File: config.mk
export PLATFORM = sky130hd
export DESIGN_NAME = ram_port_arbiter
export DESIGN_NICKNAME = d
export VERILOG_FILES = /design/src/rtl/ram_arb_pkg.sv /design/src/rtl/ram_arb_pick.sv /design/src/rtl/ram_port_arbiter.sv
export SDC_FILE = /design/constraint.sdc
export NUM_CORES = 1
export LEC_CHECK = 0
export ABC_AREA = 1
export BUFFER_PORTS_ARGS = -buffer_cell sky130_fd_sc_hd__buf_4
export CORE_UTILIZATION = 48
export DETAILED_ROUTE_END_ITERATION = 8
export PLACE_DENSITY = 0.85
export RECOVER_POWER = 100
export SLEW_MARGIN = 20
export SYNTH_ARGS = -nofsm -noshare
export SYNTH_HDL_FRONTEND = slang
export SYNTH_HIERARCHICAL = 1
export SYNTH_SLANG_ARGS = --single-unit
File: constraint.sdc
create_clock -name clk -period 2.9 [get_ports clk]
set_input_delay 0.58 -clock clk [delete_from_list [all_inputs] [get_ports clk]]
set_output_delay 0.58 -clock clk [all_outputs]
set_load 0.01 [all_outputs]
File: src/rtl/ram_arb_pkg.sv
// Shared types and constants for the two-port RAM arbiter.
// Optional round-robin arbitration is enabled by defining RAM_ARB_RR_EN.
package ram_arb_pkg;

  localparam int RAM_AW = 5;
  localparam int RAM_DW = 8;
  localparam int NPORTS = 2;

  typedef enum logic [1:0] {
    IDLE = 2'd0,
    CMD  = 2'd1,
    RESP = 2'd2
  } arb_state_e;

  function automatic logic [NPORTS-1:0] port_onehot(input logic port);
    port_onehot = port ? 2'b10 : 2'b01;
  endfunction

endpackage

File: src/rtl/ram_arb_pick.sv
// Combinational 2-way winner select. With RAM_ARB_RR_EN the port not granted
// most recently wins a tie; otherwise port 0 has fixed priority.
module ram_arb_pick
  import ram_arb_pkg::*;
(
  input  logic [NPORTS-1:0] req_i,
`ifdef RAM_ARB_RR_EN
  input  logic              last_i,
`endif
  output logic              win_o
);

  always_comb begin
`ifdef RAM_ARB_RR_EN
    win_o = (&req_i) ? ~last_i : req_i[1];
`else
    win_o = ~req_i[0] & req_i[1];
`endif
  end

endmodule

File: src/rtl/ram_port_arbiter.sv
// Two-client arbiter/sequencer for the 32x8 single-port RAM (RAM_ARB_RR_EN
// selects round-robin ties). Handshake: a client holds req/we/addr/wdata
// stable until its one-cycle gnt_o pulse and drops req after that cycle;
// read data returns with a one-cycle rvalid_o pulse on the winning port.
module ram_port_arbiter
  import ram_arb_pkg::*;
#(
  parameter int AW = RAM_AW,
  parameter int DW = RAM_DW
) (
  input  logic                 clk,
  input  logic                 reset,
  input  logic [NPORTS-1:0]    req_i,
  input  logic [NPORTS-1:0]    we_i,
  input  logic [NPORTS*AW-1:0] addr_i,
  input  logic [NPORTS*DW-1:0] wdata_i,
  output logic [NPORTS-1:0]    gnt_o,
  output logic [NPORTS-1:0]    rvalid_o,
  output logic [DW-1:0]        rdata_o,
  output logic [AW-1:0]        ram_addr_o,
  output logic [DW-1:0]        ram_wdata_o,
  output logic                 ram_we_o,
  output logic                 ram_re_o,
  input  logic [DW-1:0]        ram_rdata_i
);

  arb_state_e        state_q, state_d;
  logic [NPORTS-1:0] gnt_q, gnt_d;
  logic [NPORTS-1:0] rvalid_q, rvalid_d;
  logic [DW-1:0]     rdata_q, rdata_d;
  logic              cmd_port_q, cmd_port_d;
  logic              cmd_we_q, cmd_we_d;
  logic [AW-1:0]     cmd_addr_q, cmd_addr_d;
  logic [DW-1:0]     cmd_wdata_q, cmd_wdata_d;
  logic              ram_we_q, ram_we_d;
  logic              ram_re_q, ram_re_d;
  logic              win;

`ifdef RAM_ARB_RR_EN
  logic last_q, last_d;

  ram_arb_pick u_pick (
    .req_i  (req_i),
    .last_i (last_q),
    .win_o  (win)
  );
`else
  ram_arb_pick u_pick (
    .req_i  (req_i),
    .win_o  (win)
  );
`endif

  always_comb begin
    state_d     = state_q;
    gnt_d       = '0;
    rvalid_d    = '0;
    rdata_d     = rdata_q;
    cmd_port_d  = cmd_port_q;
    cmd_we_d    = cmd_we_q;
    cmd_addr_d  = cmd_addr_q;
    cmd_wdata_d = cmd_wdata_q;
    ram_we_d    = 1'b0;
    ram_re_d    = 1'b0;
`ifdef RAM_ARB_RR_EN
    last_d      = last_q;
`endif
    case (state_q)
      IDLE: begin
        if (|req_i) begin
          state_d     = CMD;
          cmd_port_d  = win;
          cmd_we_d    = we_i[win];
          cmd_addr_d  = win ? addr_i[2*AW-1:AW] : addr_i[AW-1:0];
          cmd_wdata_d = win ? wdata_i[2*DW-1:DW] : wdata_i[DW-1:0];
          // Grant and RAM enables are registered so they line up with CMD.
          gnt_d       = port_onehot(win);
          ram_we_d    = we_i[win];
          ram_re_d    = ~we_i[win];
`ifdef RAM_ARB_RR_EN
          last_d      = win;
`endif
        end
      end
      CMD: begin
        state_d = cmd_we_q ? IDLE : RESP;
      end
      RESP: begin
        state_d  = IDLE;
        rdata_d  = ram_rdata_i;
        rvalid_d = port_onehot(cmd_port_q);
      end
      default: begin
        state_d = IDLE;
      end
    endcase
  end

  always_ff @(posedge clk) begin
    if (!reset) begin
      state_q     <= IDLE;
      gnt_q       <= '0;
      rvalid_q    <= '0;
      rdata_q     <= '0;
      cmd_port_q  <= 1'b0;
      cmd_we_q    <= 1'b0;
      cmd_addr_q  <= '0;
      cmd_wdata_q <= '0;
      ram_we_q    <= 1'b0;
      ram_re_q    <= 1'b0;
`ifdef RAM_ARB_RR_EN
      last_q      <= 1'b1;
`endif
    end else begin
      state_q     <= state_d;
      gnt_q       <= gnt_d;
      rvalid_q    <= rvalid_d;
      rdata_q     <= rdata_d;
      cmd_port_q  <= cmd_port_d;
      cmd_we_q    <= cmd_we_d;
      cmd_addr_q  <= cmd_addr_d;
      cmd_wdata_q <= cmd_wdata_d;
      ram_we_q    <= ram_we_d;
      ram_re_q    <= ram_re_d;
`ifdef RAM_ARB_RR_EN
      last_q      <= last_d;
`endif
    end
  end

  assign gnt_o       = gnt_q;
  assign rvalid_o    = rvalid_q;
  assign rdata_o     = rdata_q;
  assign ram_addr_o  = cmd_addr_q;
  assign ram_wdata_o = cmd_wdata_q;
  assign ram_we_o    = ram_we_q;
  assign ram_re_o    = ram_re_q;

endmodule

==> results_dict.tcl, run 1 <==
set metrics [dict create \
    dr.max_layer_used "met4" \
    timing.critical_path.to_type "flip-flop" \
    synthesis.area_um2 1330 \
    maximum_number_of_pins_on_one_net_before_global_route_repair 27 \
    asyncSetResetFlopFracSynth_pct 0 \
    final-setup-viol-count 0 \
    holdBufCountCts 0 \
    critPathRequiredTime_ns 3.18 \
    met2_wire_length_mm 1.51 \
    dieWidth_um 54.7 \
    max_clock_freq_ghz 0.492 \
    globalRouteOverflowTotal 0 \
    routed_wire_length_mm 3.15 \
    detailroute.via_count 1314 \
    number_of_global_route_vias_before_repair 1146 \
    insertedDiodeCount 0 \
    dieArea_um2 2990 \
    worstSetupPathType "in -> reg" \
    ir_worst_vdd_uv 544 \
    global_route_wire_length_before_repair_mm 4.81 \
    antenna_violations_before_repair 0 \
    routabilityCongestion 0.739 \
    nNetsFinal 280 \
    cell_with_the_most_instances_after_synthesis "nand2_1" \
    tritoncts "yes" \
    number_of_maximum_capacitance_constraint_violations 0 \
    totalNegativeSetupSlack_ns 0 \
    ys_top_cells_by_area "dfxtp_1 (47%), nand2_1 (17%), nand3_1 (7.5%)" \
    yosys-top-cells-count "nand2_1 (62), dfxtp_1 (31), nand3_1 (20), nor2_1 (20), nand3_2 (10)" \
    post_cts_buffers 0 \
    cts_resized 0 \
    status "finished clean" \
    routed_wire_length_per_instance_um 11.6 \
    cts_num_sinks 31 \
    clockBufferDepth 2 \
    layout.filler_cells 235 \
    rsz_0062_raised_after_global_routing "no" \
    rows 18 \
    worst_pin_slew_ns 1.34 \
    element_type_at_the_critical_path_start "primary input" \
    met3RoutedLength_um 204 \
    drive_gt1_share_pct 26.1 \
    critical_path.cell_chain "clkbuf_1 > inv_2 > nor2_4 > nand2_1 > nor2_1" \
    detail_route.vias_per_cell 4.85 \
    most_used_flip_flop_cell_after_synthesis "dfxtp_1" \
    synth_top_cell_area_share_pct 46.6 \
    final_min_period_over_clock_period_pct 70.0 \
    detail_route.drc_violations 0 \
    core_um2 2540 \
    synth.ff_latch_count 31 \
    yosysTopAreaCell "dfxtp_1" \
    met1Wirelength_mm 1.37 \
    synth_cell_types 15 \
    max-slew-margin-rel_pct 10.4 \
    drt_first_iter_violations 12 \
    clk_latency_worst_skew_pair_ns 0.33 \
    tritoncts.num_buffers 5 \
    layout_min_cycle_time_ns 2.03 \
    power_density_nw_per_um2 569 \
    cts_root_buf "clkbuf_4" \
    fin_skew_ns 0.00996 \
    path_clk_slew_ns 0.10 \
    critical_path_peak_fanout 26 \
    hold_viol_final 0 \
    final_core_utilization_pct 69.6 \
    start_util_pct 52.4 \
    synthesized_netlist_cell_count 177 \
    syn_area_per_cell_um2 7.53 \
    buffer_ports.inserted 66 \
    power.static_leakage_nw 0.889 \
    post_synthesis_net_count 217 \
    yosys_warnings 6 \
    flow.area_growth_from_synthesis_pct 32.9 \
    design_power_total_mw 1.01 \
    ant_nets 0 \
    detailedRoute.firstPassIterationCount 4 \
    synth-edff-count 0 \
    worst_hold_path_type "reg -> reg" \
    dpl.hpwl_mm 2.18 \
    timing.critical_path.arrival_ns 2.31 \
    critical_path.max_stage_delay_ns 0.96 \
    h_tree_depth_reported_by_cts 2 \
    grt_util_all_layers_pct 22.9 \
    dieHeight_um 54.7 \
    crit_slowest_cell "clkbuf_1" \
    ios 67 \
    post_synthesis_sequential_area_ratio_pct 46.6 \
    timing.final.max_slew_violations 0 \
]
[cell type report]
type | instances | area (um^2) | area share, %
clock buffer | 6 | 51.3 | 2.90
clock inverter | 2 | 35.0 | 1.98
inverter | 10 | 37.5 | 2.12
multi-input combinational | 126 | 598 | 33.8
sequential | 31 | 621 | 35.1
tap | 30 | 37.5 | 2.12
timing repair buffer | 66 | 390 | 22.0
[cell families (layout without fill, tap and decap cells)]
group                  after synthesis  in the layout  synth area share (%)
AO/OA/AOI/OAI                        8              8                  3.00
buffers and inverters               20             84                  8.54
AND/OR/NAND/NOR                    118            118                  41.9
flip-flops                          31             31                  46.6
[power breakdown]
part | total [mW] | internal, mW | leakage, nW | switching, mW
Combinational | 0.175 | 0.0729 | 0.587 | 0.102
Sequential | 0.476 | 0.458 | 0.254 | 0.0187
Clock | 0.355 | 0.204 | 0.0482 | 0.152
[worst paths after layout]
path / from / endpoint / slack [ns] / cells after the start
min reg2reg: cmd_we_q / state_q[1] / 0.45 / 1
min: cmd_we_q / state_q[1] / 0.45 / 1
max: reset / ram_re_o / 0.87 / 5
max reg2reg: state_q[1] / ram_addr_o[2] / 1.63 / 4
[layout by cell type, fill, tap and decap left out, drive strengths merged]
cell and instances:
o21ai 8, nand2 63, bufinv 1, dfxtp 31, nor2 23, clkbuf 34
clkinv 1, nor3 2, nand3 30, inv 10, buf 38
[routing by layer]
layer	track usage, %	up-vias
li1	-	681
met1	26.3	575
met2	37.8	51
met3	6.67	7
met4	12.0	0
met5	0	-
[flip-flops by register name, indices dropped and copies added (netlist names)]
signal / flops
cmd_we_q: 1
ram_wdata_o: 8
ram_addr_o: 5
gnt_o: 2
rvalid_o: 2
cmd_port_q: 1
ram_we_o: 1
ram_re_o: 1
rdata_o: 8
state_q: 2
[per-stage QoR]
step	std cells	cell area [um^2]	hold slack (ns)	worst slack [ns]
2_1_floorplan	177	1330	0.418	1.58
3_5_place_dp	263	1790	0.440	0.989
6_report	271	1770	0.453	0.869
3_3_place_gp	263	1790	0.438	1.03
5_1_grt	271	1770	0.477	0.694
4_1_cts	271	1880	0.454	1.33
[critical path: cells and delay by family]
kind	cells	cell delay, ns
simple gates	3	0.65
buf+inv	2	1.08
(Power assumes the default switching activity.)
==> run 2, diff against run 1 <==
--- a/config.mk
+++ b/config.mk
@@ -7,9 +7,9 @@
 export LEC_CHECK = 0
 export ABC_AREA = 1
 export BUFFER_PORTS_ARGS = -buffer_cell sky130_fd_sc_hd__buf_4
-export CORE_UTILIZATION = 48
+export CORE_UTILIZATION = 44
 export DETAILED_ROUTE_END_ITERATION = 8
-export PLACE_DENSITY = 0.85
+export PLACE_DENSITY = 0.79
 export RECOVER_POWER = 100
 export SLEW_MARGIN = 20
 export SYNTH_ARGS = -nofsm -noshare
==> constraint.sdc (replaced) <==
create_clock -name clk -period 1.95 [get_ports clk]
set_input_delay 0.39 -clock clk [delete_from_list [all_inputs] [get_ports clk]]
set_output_delay 0.39 -clock clk [all_outputs]
set_load 0.01 [all_outputs]
==> results_dict.tcl, run 2 (synthesis gave the netlist of run 1 again) <==
set metrics [dict create \
    status "complete, but fails checks" \
    violations_in_the_final_reports "design-rule violations" \
    footprint_of_the_multi_input_gates_um2 596 \
    detailedRoute.firstPassIterationCount 6 \
    dieHeight_um 57.0 \
    element_type_at_the_critical_path_start "primary input" \
    power.static_leakage_nw 0.880 \
    detailroute.via_count 1304 \
    layout_min_cycle_time_ns 1.37 \
    tritoncts.num_buffers 5 \
    cp_launch_point "req_i[1]" \
    timing.critical_path.arrival_ns 1.65 \
    start_util_pct 47.5 \
    cts_num_sinks 31 \
    max_clock_freq_ghz 0.732 \
    worst_r2r_startpoint "state_q[1]" \
    drive_gt1_share_pct 24.8 \
    worst_pin_slew_ns 0.480 \
    dieArea_um2 3250 \
    number_of_global_route_vias_before_repair 1196 \
    switching_share_pct 28.8 \
    totalNegativeSetupSlack_ns 0 \
    final_min_period_over_clock_period_pct 70.1 \
    cts_resized 0 \
    grt_util_all_layers_pct 20.1 \
    ant_nets 0 \
    routed_wire_length_per_instance_um 11.3 \
    ios 67 \
    buffer_ports.inserted 66 \
    cts_root_buf "clkbuf_4" \
    post_cts_buffers 0 \
    critPathRequiredTime_ns 2.23 \
    hold_depth 3 \
    dpl.hpwl_mm 2.24 \
    reg2regPathDepth 4 \
    p_switching_uw 387 \
    flow.area_growth_from_synthesis_pct 31.4 \
    path_clk_slew_ns 0.10 \
    h_tree_depth_reported_by_cts 2 \
    clockPowerShare_pct 28.0 \
    clockBufferDepth 2 \
    detail_route.drc_violations 8 \
    worst_hold_path_type "in -> reg" \
    critical_path.reg2reg.endpoint "ram_addr_o[2]" \
    antenna_violations_before_repair 0 \
    layout.area.seq_um2 621 \
    timing.critical_path.to_type "flip-flop" \
    rsz_0062_raised_after_global_routing "no" \
    insertedDiodeCount 0 \
    core_um2 2810 \
    nNetsFinal 282 \
    design_power_total_mw 1.34 \
    dieWidth_um 57.0 \
    max-slew-margin-rel_pct 67.9 \
    layout_common_cells "nand2_1 (62), buf_4 (39), dfxtp_1 (31), clkbuf_1 (29), nor2_1 (21)" \
    final-setup-viol-count 0 \
    layout.cells.most_common "nand2_1" \
    regToRegSetupSlack_ns 0.69 \
    global_route_wire_length_before_repair_mm 4.93 \
    cellInternalPower_uw 957 \
    tritoncts "yes" \
    clk_latency_worst_skew_pair_ns 0.33 \
    p_comb_share_pct 19.2 \
    holdBufCountCts 0 \
    routed_wire_length_mm 3.08 \
    hold_viol_final 0 \
    power.share.sequential_pct 52.8 \
    detail_route.vias_per_cell 4.78 \
    rows 19 \
    critical_path.endpoint "cmd_we_q" \
    timing.final.max_slew_violations 0 \
    globalRouteOverflowTotal 0 \
    critical_path_peak_fanout 10 \
    ir_worst_vdd_uv 655 \
    fin_skew_ns 0.00934 \
    number_of_maximum_capacitance_constraint_violations 0 \
    routabilityCongestion 0.780 \
    drt_first_iter_violations 41 \
    power_density_nw_per_um2 768 \
    worstSetupPathType "in -> reg" \
    layout.filler_cells 301 \
    maximum_number_of_pins_on_one_net_before_global_route_repair 26 \
]
run 2: worst min-delay path by stage:
stage,to,from,slack (ns)
finish,rdata_o[3],ram_rdata_i[3],0.30
CTS,rdata_o[6],ram_rdata_i[6],0.29
global placement,state_q[1],cmd_we_q,0.43
floorplan,state_q[1],cmd_we_q,0.42
global route,rdata_o[4],ram_rdata_i[4],0.30
detailed placement,state_q[1],cmd_we_q,0.43
run 2: power by group through the flow:
stage / Clock [mW] / Combinational (mW) / Sequential [mW]
finish: 0.377 / 0.258 / 0.709
global route: 0.412 / 0.288 / 0.714
CTS: 0.390 / 0.295 / 0.710
detailed placement: 0 / 0.294 / 0.725
global placement: 0 / 0.290 / 0.723
floorplan: 0 / 0.142 / 0.742
run 2: per-layer routing:
layer	GRT usage [%]	up-vias	wire, um
li1	-	685	-
met3	7.03	5	234
met1	22.3	568	1320
met2	34.3	46	1480
met4	9.76	0	52
met5	0	-	0
run 2: critical path, cell delays in order:
cell,delay [ns]
clkbuf_1,0.11
inv_1,0.05
nor2_1,0.37
clkbuf_1,0.38
nand2_1,0.09
nand2_1,0.10
nand3_1,0.09
nand2_1,0.08
run 2: layout make-up:
cell class | instances | share of cell area (%)
flip-flops and latches | 31 | 35.5
clock buffers | 6 | 2.93
multi-input cells | 126 | 34.0
well taps | 31 | 2.22
repair buffers | 68 | 22.9
inverters | 10 | 2.14
clock inverters | 1 | 0.286
run 2: metrics by stage:
step           cells  utilization (%)  cell area, um^2  setup WS, ns  hold WS (ns)
2_1_floorplan    177                -             1330         0.822         0.418
3_3_place_gp     266             64.4             1810         0.593         0.430
3_5_place_dp     266             64.4             1810         0.566         0.429
4_1_cts          273             66.4             1860         0.697         0.287
5_1_grt          273             62.4             1750         0.385         0.301
6_report         273             62.4             1750         0.584         0.296
==> run 3, diff against run 2 <==
--- a/config.mk
+++ b/config.mk
@@ -7,9 +7,9 @@
 export LEC_CHECK = 0
 export ABC_AREA = 1
 export BUFFER_PORTS_ARGS = -buffer_cell sky130_fd_sc_hd__buf_4
-export CORE_UTILIZATION = 44
+export CORE_UTILIZATION = 40
 export DETAILED_ROUTE_END_ITERATION = 8
-export PLACE_DENSITY = 0.79
+export PLACE_DENSITY = 0.75
 export RECOVER_POWER = 100
 export SLEW_MARGIN = 20
 export SYNTH_ARGS = -nofsm -noshare
==> constraint.sdc (replaced) <==
create_clock -name clk -period 1.2 [get_ports clk]
set_input_delay 0.24 -clock clk [delete_from_list [all_inputs] [get_ports clk]]
set_output_delay 0.24 -clock clk [all_outputs]
set_load 0.01 [all_outputs]
==> results_dict.tcl, run 3 (synthesis gave the netlist of run 1 again) <==
set metrics [dict create \
    timing.critical_path.to_type "output port" \
    dieHeight_um 59.7 \
    power_density_nw_per_um2 1260 \
    maximum_number_of_pins_on_one_net_before_global_route_repair 26 \
    critPathRequiredTime_ns 0.96 \
    element_type_at_the_critical_path_start "flip-flop" \
    fin_skew_ns 0.00555 \
    critical_path.max_stage_delay_ns 0.36 \
    core_um2 3100 \
    tritoncts "yes" \
    grt_util_met2_pct 30.5 \
    buffer_ports.inserted 66 \
    met1_usage_pct 19.3 \
    ios 67 \
    timing.critical_path.arrival_ns 0.83 \
    worst_r2r_startpoint "state_q[1]" \
    final_min_period_over_clock_period_pct 89.5 \
    dieWidth_um 59.7 \
    h_tree_depth_reported_by_cts 2 \
    cts_num_sinks 31 \
    post_cts_buffers 0 \
    critical_path.n_buffers_inverters 1 \
    power.static_leakage_nw 0.907 \
    routed_wire_length_per_instance_um 10.2 \
    crit_slowest_cell "dfxtp_1" \
    number_of_global_route_vias_before_repair 1154 \
    rsz_0062_raised_after_global_routing "no" \
    rows 20 \
    ir_worst_vdd_uv 534 \
    dpl.hpwl_mm 2.25 \
    number_of_maximum_capacitance_constraint_violations 0 \
    layout.filler_cells 349 \
    layout.cells.most_common "nand2_1" \
    nNetsFinal 286 \
    start_util_pct 42.9 \
    totalNegativeSetupSlack_ns 0 \
    drt_first_iter_violations 35 \
    path_depth 1 \
    layout_common_cells "nand2_1 (62), buf_4 (44), dfxtp_1 (31), clkbuf_1 (28), nand3_1 (27)" \
    dieArea_um2 3570 \
    layout_min_cycle_time_ns 1.07 \
    global_route_wire_length_before_repair_mm 4.64 \
    status "finished clean" \
    clk_latency_worst_skew_pair_ns 0.32 \
    critical_path.reg2reg.endpoint "rdata_o[7]" \
    hold_viol_final 0 \
    number_of_standard_cells_in_the_final_layout_excluding_fillers 291 \
    cp_launch_point "ram_addr_o[2]" \
    worst_hold_path_type "in -> reg" \
    detailroute.via_count 1287 \
    routabilityCongestion 0.818 \
    drive_gt1_share_pct 25.1 \
    detailedRoute.firstPassIterationCount 4 \
    regToRegSetupSlack_ns 0.15 \
    critical_path.cell_chain "clkbuf_1" \
    globalRouteOverflowTotal 0 \
    holdBufCountCts 0 \
    tritoncts.num_buffers 5 \
    max_clock_freq_ghz 0.931 \
    detail_route.drc_violations 0 \
    final_core_utilization_pct 57.3 \
    final-setup-viol-count 0 \
    path_clk_slew_ns 0.09 \
    ant_nets 0 \
    detail_route.vias_per_cell 4.42 \
    worstSetupPathType "reg -> out" \
    flow.area_growth_from_synthesis_pct 33.3 \
    insertedDiodeCount 0 \
    max-slew-margin-rel_pct 77.4 \
    global_route.peak_usage_layer "met2" \
    cts_resized 0 \
    critical_path_peak_fanout 2 \
    worst_pin_slew_ns 0.339 \
    critical_path.endpoint "ram_addr_o[2]" \
    global_route.usage.met3_pct 8.01 \
    antenna_violations_before_repair 0 \
    grt_util_all_layers_pct 18.0 \
    cts_root_buf "clkbuf_4" \
    reg2regPathDepth 4 \
    routed_wire_length_mm 2.96 \
    crit_family "flip-flops" \
    timing.final.max_slew_violations 0 \
    clockBufferDepth 2 \
    placed_instance_count 283 \
]
-- run 3: changes by cell type in the layout (fill, tap and decap cells not counted) --
cell,before,now
clkbuf_2,0,1
inv_2,1,3
nor2_2,0,1
buf_4,39,44
nand2_2,0,1
nand3_2,10,3
clkbuf_1,29,28
nor2_1,21,20
clkinv_1,1,0
clkbuf_8,1,2
inv_1,8,7
nand2_4,1,0
clkinv_2,1,0
nand3_1,20,27
-- run 3: metal layers --
| layer | up-vias | part of all wire (%) |
|---|---|---|
| met2 | 46 | 47 |
| met4 | 0 | 1.5 |
| li1 | 692 | - |
| met5 | - | 0 |
| met1 | 544 | 43 |
| met3 | 5 | 8.5 |
-- run 3: power breakdown --
| part | leakage, nW | switching (mW) | internal [mW] |
|---|---|---|---|
| Combinational | 0.614 | 0.233 | 0.189 |
| Sequential | 0.254 | 0.0423 | 1.11 |
| Clock | 0.0386 | 0.328 | 0.344 |
| Total | 0.907 | 0.603 | 1.64 |
-- run 3: worst min-delay path by stage --
stage | from | end | slack, ns | cells after the start
3_3_place_gp | cmd_we_q | state_q[1] | 0.44 | 1
3_5_place_dp | cmd_we_q | state_q[1] | 0.44 | 1
4_1_cts | ram_rdata_i[1] | rdata_o[1] | 0.15 | 3
2_1_floorplan | ram_rdata_i[0] | rdata_o[0] | 0.40 | 2
5_1_grt | ram_rdata_i[4] | rdata_o[4] | 0.16 | 3
6_report | ram_rdata_i[5] | rdata_o[5] | 0.16 | 3
-- run 3: per-stage QoR --
stage          hold WS (ns)  power [mW]  worst slack (ns)  cell area [um^2]
2_1_floorplan         0.404        1.44             0.222              1330
3_3_place_gp          0.440        1.67             0.143              1850
3_5_place_dp          0.444        1.67             0.103              1850
4_1_cts               0.148        2.35             0.124              1920
5_1_grt               0.162        2.39            0.0270              1780
6_report              0.162        2.24             0.126              1780
-- run 3: final cells by class --
cell class / instances / area [um^2] / area share, %
Sequential cell: 31 / 621 / 34.9
Tap cell: 44 / 55.1 / 3.10
Inverter: 10 / 37.5 / 2.11
Clock buffer: 8 / 68.8 / 3.87
Multi-Input combinational cell: 126 / 558 / 31.4
Timing Repair Buffer: 72 / 437 / 24.6
